==> config.mk <==
export PLATFORM = sky130hd
export DESIGN_NAME = dvt_flag_initiator
export DESIGN_NICKNAME = d
export VERILOG_FILES = /design/src/rtl/dvt_init_pkg.sv /design/src/rtl/dvt_req_fifo.sv /design/src/rtl/dvt_flag_initiator.sv
export SDC_FILE = /design/constraint.sdc
export NUM_CORES = 1
export LEC_CHECK = 0
export ABC_AREA = 0
export ABC_CLOCK_PERIOD_IN_PS = 4000
export BUFFER_PORTS_ARGS = -buffer_cell sky130_fd_sc_hd__buf_2
export CAP_MARGIN = 20
export CORE_MARGIN = 5
export CORE_UTILIZATION = 60
export CTS_CLUSTER_DIAMETER = 30
export DETAILED_ROUTE_END_ITERATION = 8
export PLACE_DENSITY = 0.85
export SLEW_MARGIN = 5
export SYNTH_ARGS = -nofsm -noshare
export SYNTH_HDL_FRONTEND = slang
export SYNTH_SLANG_ARGS = --single-unit
==> constraint.sdc <==
create_clock -name clk -period 4 [get_ports clk]
set_input_delay 0.6 -clock clk [delete_from_list [all_inputs] [get_ports clk]]
set_output_delay 0.6 -clock clk [all_outputs]
set_load 0.05 [all_outputs]
==> src/rtl/dvt_init_pkg.sv <==
// rtl/dvt_init_pkg.sv - shared types for the DVT-flag initiator
// Purpose: FSM state, completion status, and queued request record used by
//          dvt_flag_initiator and dvt_req_fifo.
package dvt_init_pkg;

  // Queue entries carry the widest supported fields; the top zero-extends
  // req_bit/req_pat on the way in and truncates back on the way out.
  localparam int DVTF_PAT_W = 32;
  localparam int DVTF_BIT_W = 8;

  typedef enum logic [1:0] {
    IDLE  = 2'd0,
    SETUP = 2'd1,
    RAISE = 2'd2,
    RESP  = 2'd3
  } state_e;

  typedef enum logic [1:0] {
    ST_OK      = 2'd0,
    ST_TIMEOUT = 2'd1,
    ST_BADBIT  = 2'd2
  } status_e;

  typedef struct packed {
    logic [DVTF_BIT_W-1:0] bit_idx;
    logic [DVTF_PAT_W-1:0] pat;
  } req_t;

endpackage

==> src/rtl/dvt_req_fifo.sv <==
// rtl/dvt_req_fifo.sv - synchronous request queue of req_t
// Purpose: power-of-2 deep FIFO; head entry is read straight from the
//          registered storage so it is valid whenever o_empty is low.
// Ports:
//   clk, reset        clock, synchronous active-high reset
//   i_push, i_data    write strobe and entry (ignored when full unless popping)
//   i_pop, o_head     read strobe and current head entry
//   o_full, o_empty   occupancy flags
//   o_count           number of stored entries
module dvt_req_fifo
  import dvt_init_pkg::*;
#(
  parameter int DEPTH = 4
) (
  input  logic                     clk,
  input  logic                     reset,
  input  logic                     i_push,
  input  req_t                     i_data,
  input  logic                     i_pop,
  output req_t                     o_head,
  output logic                     o_full,
  output logic                     o_empty,
  output logic [$clog2(DEPTH):0]   o_count
);

  localparam int AW = $clog2(DEPTH);

  req_t           r_mem [DEPTH];
  logic [AW-1:0]  r_wr_ptr;
  logic [AW-1:0]  r_rd_ptr;
  logic [AW:0]    r_count;
  logic           w_do_push;
  logic           w_do_pop;

  assign o_full    = (r_count == (AW+1)'(DEPTH));
  assign o_empty   = (r_count == '0);
  assign o_count   = r_count;
  assign o_head    = r_mem[r_rd_ptr];

  // A pop frees a slot in the same cycle, so a full queue may push and pop together.
  assign w_do_pop  = i_pop && !o_empty;
  assign w_do_push = i_push && (!o_full || w_do_pop);

  always_ff @(posedge clk) begin
    if (w_do_push) begin
      r_mem[r_wr_ptr] <= i_data;
    end
  end

  // Pointers are exactly AW bits wide, so they wrap modulo DEPTH on their own.
  always_ff @(posedge clk) begin
    if (reset) begin
      r_wr_ptr <= '0;
      r_rd_ptr <= '0;
      r_count  <= '0;
    end else begin
      if (w_do_push) r_wr_ptr <= r_wr_ptr + 1'b1;
      if (w_do_pop)  r_rd_ptr <= r_rd_ptr + 1'b1;
      case ({w_do_push, w_do_pop})
        2'b10:   r_count <= r_count + 1'b1;
        2'b01:   r_count <= r_count - 1'b1;
        default: r_count <= r_count;
      endcase
    end
  end

endmodule

==> src/rtl/dvt_flag_initiator.sv <==
// rtl/dvt_flag_initiator.sv - initiator side of the DVT-flag command handshake
// Purpose: queues flag requests, raises one dvtFlags bit at a time with its
//          pattern, waits for the responder to self-clear, reports status.
// Optional feature: define DVT_FLAG_INIT_TIMEOUT_EN to abandon a raised flag
//          after TIMEOUT cycles without a clear (status TIMEOUT).
// Ports:
//   clk, reset                      clock, synchronous active-high reset
//   req_valid/req_ready             request handshake
//   req_bit, req_pat                flag index and pattern to present
//   dvt_flag_o, dvt_pat_o           one-hot flag and pattern toward responder
//   dvt_clr_i, dvt_pat_i            responder self-clear level and readback
//   resp_valid/resp_status/resp_pat one-cycle completion report
//   busy                            work in flight or queued
module dvt_flag_initiator
  import dvt_init_pkg::*;
#(
  parameter  int FLAG_W     = 32,
  parameter  int PAT_W      = 32,
  parameter  int FIFO_DEPTH = 4,
  parameter  int TIMEOUT    = 4096,
  localparam int BIT_W      = (FLAG_W > 1) ? $clog2(FLAG_W) : 1
) (
  input  logic               clk,
  input  logic               reset,
  input  logic               req_valid,
  output logic               req_ready,
  input  logic [BIT_W-1:0]   req_bit,
  input  logic [PAT_W-1:0]   req_pat,
  output logic [FLAG_W-1:0]  dvt_flag_o,
  output logic [PAT_W-1:0]   dvt_pat_o,
  input  logic [FLAG_W-1:0]  dvt_clr_i,
  input  logic [PAT_W-1:0]   dvt_pat_i,
  output logic               resp_valid,
  output logic [1:0]         resp_status,
  output logic [PAT_W-1:0]   resp_pat,
  output logic               busy
);

  state_e                    r_state;
  logic [FLAG_W-1:0]         r_flag;
  logic [PAT_W-1:0]          r_pat_o;
  logic                      r_resp_valid;
  status_e                   r_status;
  logic [PAT_W-1:0]          r_resp_pat;
  logic [BIT_W-1:0]          r_bit;
  logic                      r_bad;

  req_t                      w_push_data;
  req_t                      w_head;
  logic                      w_push;
  logic                      w_pop;
  logic                      w_full;
  logic                      w_empty;
  logic [$clog2(FIFO_DEPTH):0] w_count;

`ifdef DVT_FLAG_INIT_TIMEOUT_EN
  localparam int TMO_W = (TIMEOUT > 1) ? $clog2(TIMEOUT) : 1;
  logic [TMO_W-1:0]          r_tmo_cnt;
`endif

  assign w_push_data = {DVTF_BIT_W'(req_bit), DVTF_PAT_W'(req_pat)};
  assign w_push      = req_valid && !w_full;
  assign w_pop       = (r_state == IDLE) && !w_empty;

  dvt_req_fifo #(
    .DEPTH (FIFO_DEPTH)
  ) u_fifo (
    .clk     (clk),
    .reset   (reset),
    .i_push  (w_push),
    .i_data  (w_push_data),
    .i_pop   (w_pop),
    .o_head  (w_head),
    .o_full  (w_full),
    .o_empty (w_empty),
    .o_count (w_count)
  );

  assign req_ready   = !w_full;
  assign busy        = (r_state != IDLE) || (w_count != '0);
  assign dvt_flag_o  = r_flag;
  assign dvt_pat_o   = r_pat_o;
  assign resp_valid  = r_resp_valid;
  assign resp_status = r_status;
  assign resp_pat    = r_resp_pat;

  always_ff @(posedge clk) begin
    if (reset) begin
      r_state      <= IDLE;
      r_flag       <= '0;
      r_pat_o      <= '0;
      r_resp_valid <= 1'b0;
      r_status     <= ST_OK;
      r_resp_pat   <= '0;
      r_bit        <= '0;
      r_bad        <= 1'b0;
`ifdef DVT_FLAG_INIT_TIMEOUT_EN
      r_tmo_cnt    <= '0;
`endif
    end else begin
      r_resp_valid <= 1'b0;
      case (r_state)
        IDLE: begin
          // Pattern is loaded on the pop so it is already stable for the
          // whole SETUP cycle, ahead of the flag edge.
          if (!w_empty) begin
            r_bit   <= BIT_W'(w_head.bit_idx);
            r_bad   <= (int'(w_head.bit_idx) >= FLAG_W);
            r_pat_o <= PAT_W'(w_head.pat);
            r_state <= SETUP;
          end
        end
        SETUP: begin
          if (r_bad) begin
            r_resp_valid <= 1'b1;
            r_status     <= ST_BADBIT;
            r_resp_pat   <= '0;
            r_state      <= RESP;
          end else begin
            r_flag  <= FLAG_W'(1) << r_bit;
            r_state <= RAISE;
`ifdef DVT_FLAG_INIT_TIMEOUT_EN
            r_tmo_cnt <= '0;
`endif
          end
        end
        RAISE: begin
          // Only the active bit's clear matters; other clear bits are ignored.
          if (dvt_clr_i[r_bit]) begin
            r_flag       <= '0;
            r_resp_valid <= 1'b1;
            r_status     <= ST_OK;
            r_resp_pat   <= dvt_pat_i;
            r_state      <= RESP;
          end
`ifdef DVT_FLAG_INIT_TIMEOUT_EN
          else if (r_tmo_cnt == TMO_W'(TIMEOUT - 1)) begin
            r_flag       <= '0;
            r_resp_valid <= 1'b1;
            r_status     <= ST_TIMEOUT;
            r_resp_pat   <= '0;
            r_state      <= RESP;
          end else begin
            r_tmo_cnt <= r_tmo_cnt + 1'b1;
          end
`endif
        end
        RESP: begin
          // Passing back through IDLE and SETUP keeps the flag low for at
          // least two cycles, so the responder always sees a fresh edge.
          r_state <= IDLE;
        end
        default: r_state <= IDLE;
      endcase
    end
  end

endmodule
==> run_results.csv <==
group,metric,value,unit
logic_synthesis,synthArstFlopShare,0,
timing,slew-limit-headroom,0.3151,
logic_synthesis,synth_cell_type_count,47,
power,combPwrFrac,0.303,
timing,fin_skew,0.02599,ns
logic_synthesis,ys_seq_area_frac,0.6190,
worst_setup_path,path_class,"register to register",
logic_synthesis,ys.flop_type,"edfxtp_1",
placement,dp_hpwl,16120,µm
logic_synthesis,synth-edff-count,148,
power,netSwitchingFraction,0.3550,
worst_setup_path,crit_chain,"buf_4 -> mux2i_1 -> mux4_2 -> a22o_1 -> nor2_4 -> o311ai_0",
floorplan,start_util,0.6070,
drt,drt_iter0_markers,726,
clocking,htreeDepth,2,
floorplan,coreArea,17900,µm²
global_route,grt_pass1_vias,8036,
global_route,grtUsageTotal,0.2547,
worst_setup_path,worst_path_max_delay_cell,"nor2_4",
power,powerDensity,783.3,nW/µm²
clocking,cts_tree,"done",
floorplan,dieArea,20900,µm²
finish,diodes,0,
clocking,ctsHoldBuffers,0,
logic_synthesis,netlist_instances,877,
global_route,grt_overflow,0,
placement,placement.io_buffers,203,
placement,gp_congestion,0.8513,
clocking,numCtsBuffers,44,
clocking,postCtsSetupRepairBufs,0,
power,p_leak,5.235,nW
worst_setup_path,cp_data_required_time,4.32,ns
clocking,cts_buffer_depth,3,
clocking,ctsRootBufferMaster,"clkbuf_16",
logic_synthesis,ys_ff_latch,262,
clocking,clkSlewWorstSetupHoldPaths,0.05,ns
clocking,ctsResizeCount,0,
global_route,antenna_found_initial,1,
timing,fmax,338.8,MHz
drt,viasPerCell,5.868,
global_route,grt_pass1_wl,41770,µm
power,p_sw,3.764,mW
drt,vias,7834,
clocking,clock_latency,0.52,ns
worst_setup_path,cp_max_fo,35,
worst_setup_path,worstPathArrival,3.27,ns
power,clock_power_share,0.359,
timing,tightest_slew,1.027,ns
power,ir_drop,0.6684,mV
floorplan,std_cell_rows,49,
worst_setup_path,slowest_delay,0.70,ns
timing,setup_viol,0,
logic_synthesis,netlist_area,10870,µm²
timing,finalCritPeriodShare,0.7378,
finish,drive_gt1_frac,0.3210,
timing,whs,0.2922,ns
finish,fin_nets,1186,
run_status,status,"complete, no violations",
logic_synthesis,synth_fp_nets,991,
timing,setup_tns,0,ns
floorplan,die_w,144.6,µm
worst_setup_path,cp-start-kind,"register",
floorplan,die_h,144.6,µm
timing,slew_violations,0,
drt,dr.pass1.iters,5,
run,cap_violations,0,
drt,drcViolationCount,0,
finish,area_growth,24.55,%
worst_setup_path,cp-end-kind,"register",
timing,grt_setup_unrepaired,"no",
clocking,clkSinkCount,262,
logic_synthesis,syn_avg_cell_area,12.39,µm²
power,cell_internal_pwr,6.838,mW
timing,fin_crit,2.951,ns
logic_synthesis,ys.warnings.count,0,
drt,postRouteAntennaNets,0,
timing,hold_violations,0,
drt,totalWireLength,26690,µm
global_route,grt_max_degree,60,
floorplan,ios,205,
power,p_seq_frac,0.338,
drt,routedWlPerCell,19.99,µm
hold_path,hp-class,"primary input to register",
metrics by stage:
stage          setup WS [ns]  total power [mW]  instance area [µm²]  instances  utilization
2_1_floorplan          1.570             6.034                10870        877            -
3_3_place_gp           1.184             6.721                12020       1255       0.6712
3_5_place_dp           1.130             6.804                12020       1255       0.6712
4_1_cts                1.106             10.64                13530       1335       0.7560
5_1_grt               0.8955             11.11                13530       1335       0.7560
6_report               1.049             10.60                13530       1335       0.7560
flip-flops by register name (all words and copies together), names as in the netlist, named ones only:
signal,count
dvt_flag_o,32
dvt_pat_o,32
r_bit,5
r_state,2
resp_pat,32
resp_status,1
resp_valid,1
u_fifo.o_count,3
u_fifo.r_mem,148
u_fifo.r_rd_ptr,2
u_fifo.r_wr_ptr,2
power by group through the flow:
stage	combinational, mW	sequential, mW	clock (mW)
after floorplan	2.06	3.97	0
after global placement	3.13	3.59	0
after detailed placement	3.19	3.62	0
after CTS	3.22	3.58	3.84
after global routing	3.50	3.63	3.98
final	3.22	3.58	3.81
cells by family after synthesis:
group,Yosys count,synth area share
compound gates,150,0.08958
xor+xnor,5,0.004031
fa+ha+maj,10,0.01221
buf+inv,78,0.03051
simple gates,319,0.1481
flops,262,0.6190
mux,52,0.09626
other cells,1,0.0003451
placed cells by master, fill, tap and decap left out, drive strengths merged, types with 2 or more instances in the layout:
cell type and instances:
or3 2, o21ai 34, mux2i 10, inv 16, nand3 37, buf 218
nor3 2, and4 2, xnor2 3, edfxtp 148, clkinvlp 2, clkinv 14
and3 38, a21oi 73, xor2 2, and2 3, nor2b 36, bufinv 6
nand2 115, nor2 46, o311ai 33, ha 9, mux4 42, dfxtp 114
clkbuf 51, nand3b 34
synthesized netlist by cell type (all sizes together) (10+ instances only):
master | count | share of area
a21oi | 73 | 0.034
nor2b | 36 | 0.021
buf | 16 | 0.0091
mux4 | 42 | 0.087
mux2i | 10 | 0.0092
and3 | 38 | 0.022
o311ai | 33 | 0.032
nand2 | 115 | 0.040
o21ai | 34 | 0.016
clkbuf | 53 | 0.018
dfxtp | 114 | 0.21
nor2 | 46 | 0.017
edfxtp | 148 | 0.41
nand3 | 37 | 0.017
nand3b | 34 | 0.023
area by class of cell:
cell class | instances | area, µm²
fillers | 1103 | 4368
flip-flops and latches | 262 | 6729
clock inverters | 29 | 350.3
clock buffers | 51 | 1167
repair buffers | 218 | 1144
well taps | 229 | 286.5
inverters | 9 | 33.78
multi-input cells | 537 | 3824
final timing paths:
path / from / to / slack, ns / cells past startpoint
max: r_bit[1] / resp_pat[6] / 1.05 / 6
max reg2reg: r_bit[1] / resp_pat[6] / 1.05 / 6
min reg2reg: dvt_pat_o[10] / dvt_pat_o[10] / 0.46 / 2
min: req_pat[30] / u_fifo.r_mem[1][30] / 0.29 / 1
critical path: cells and delay by family, from the launching register on:
family          cells  cell delay (ns)
simple gates        1             0.70
flops               1             0.65
compound gates      2             0.56
mux                 2             0.55
buf+inv             1             0.27
metal layers:
metal	global-route usage	share of wire	vias to the layer above
li1	-	-	3649
met1	0.3262	0.38	3776
met2	0.4357	0.51	362
met3	0.05456	0.092	45
met4	0.08346	0.020	2
met5	0	0.00026	-
No activity file was read; power rests on OpenSTA's default activity.
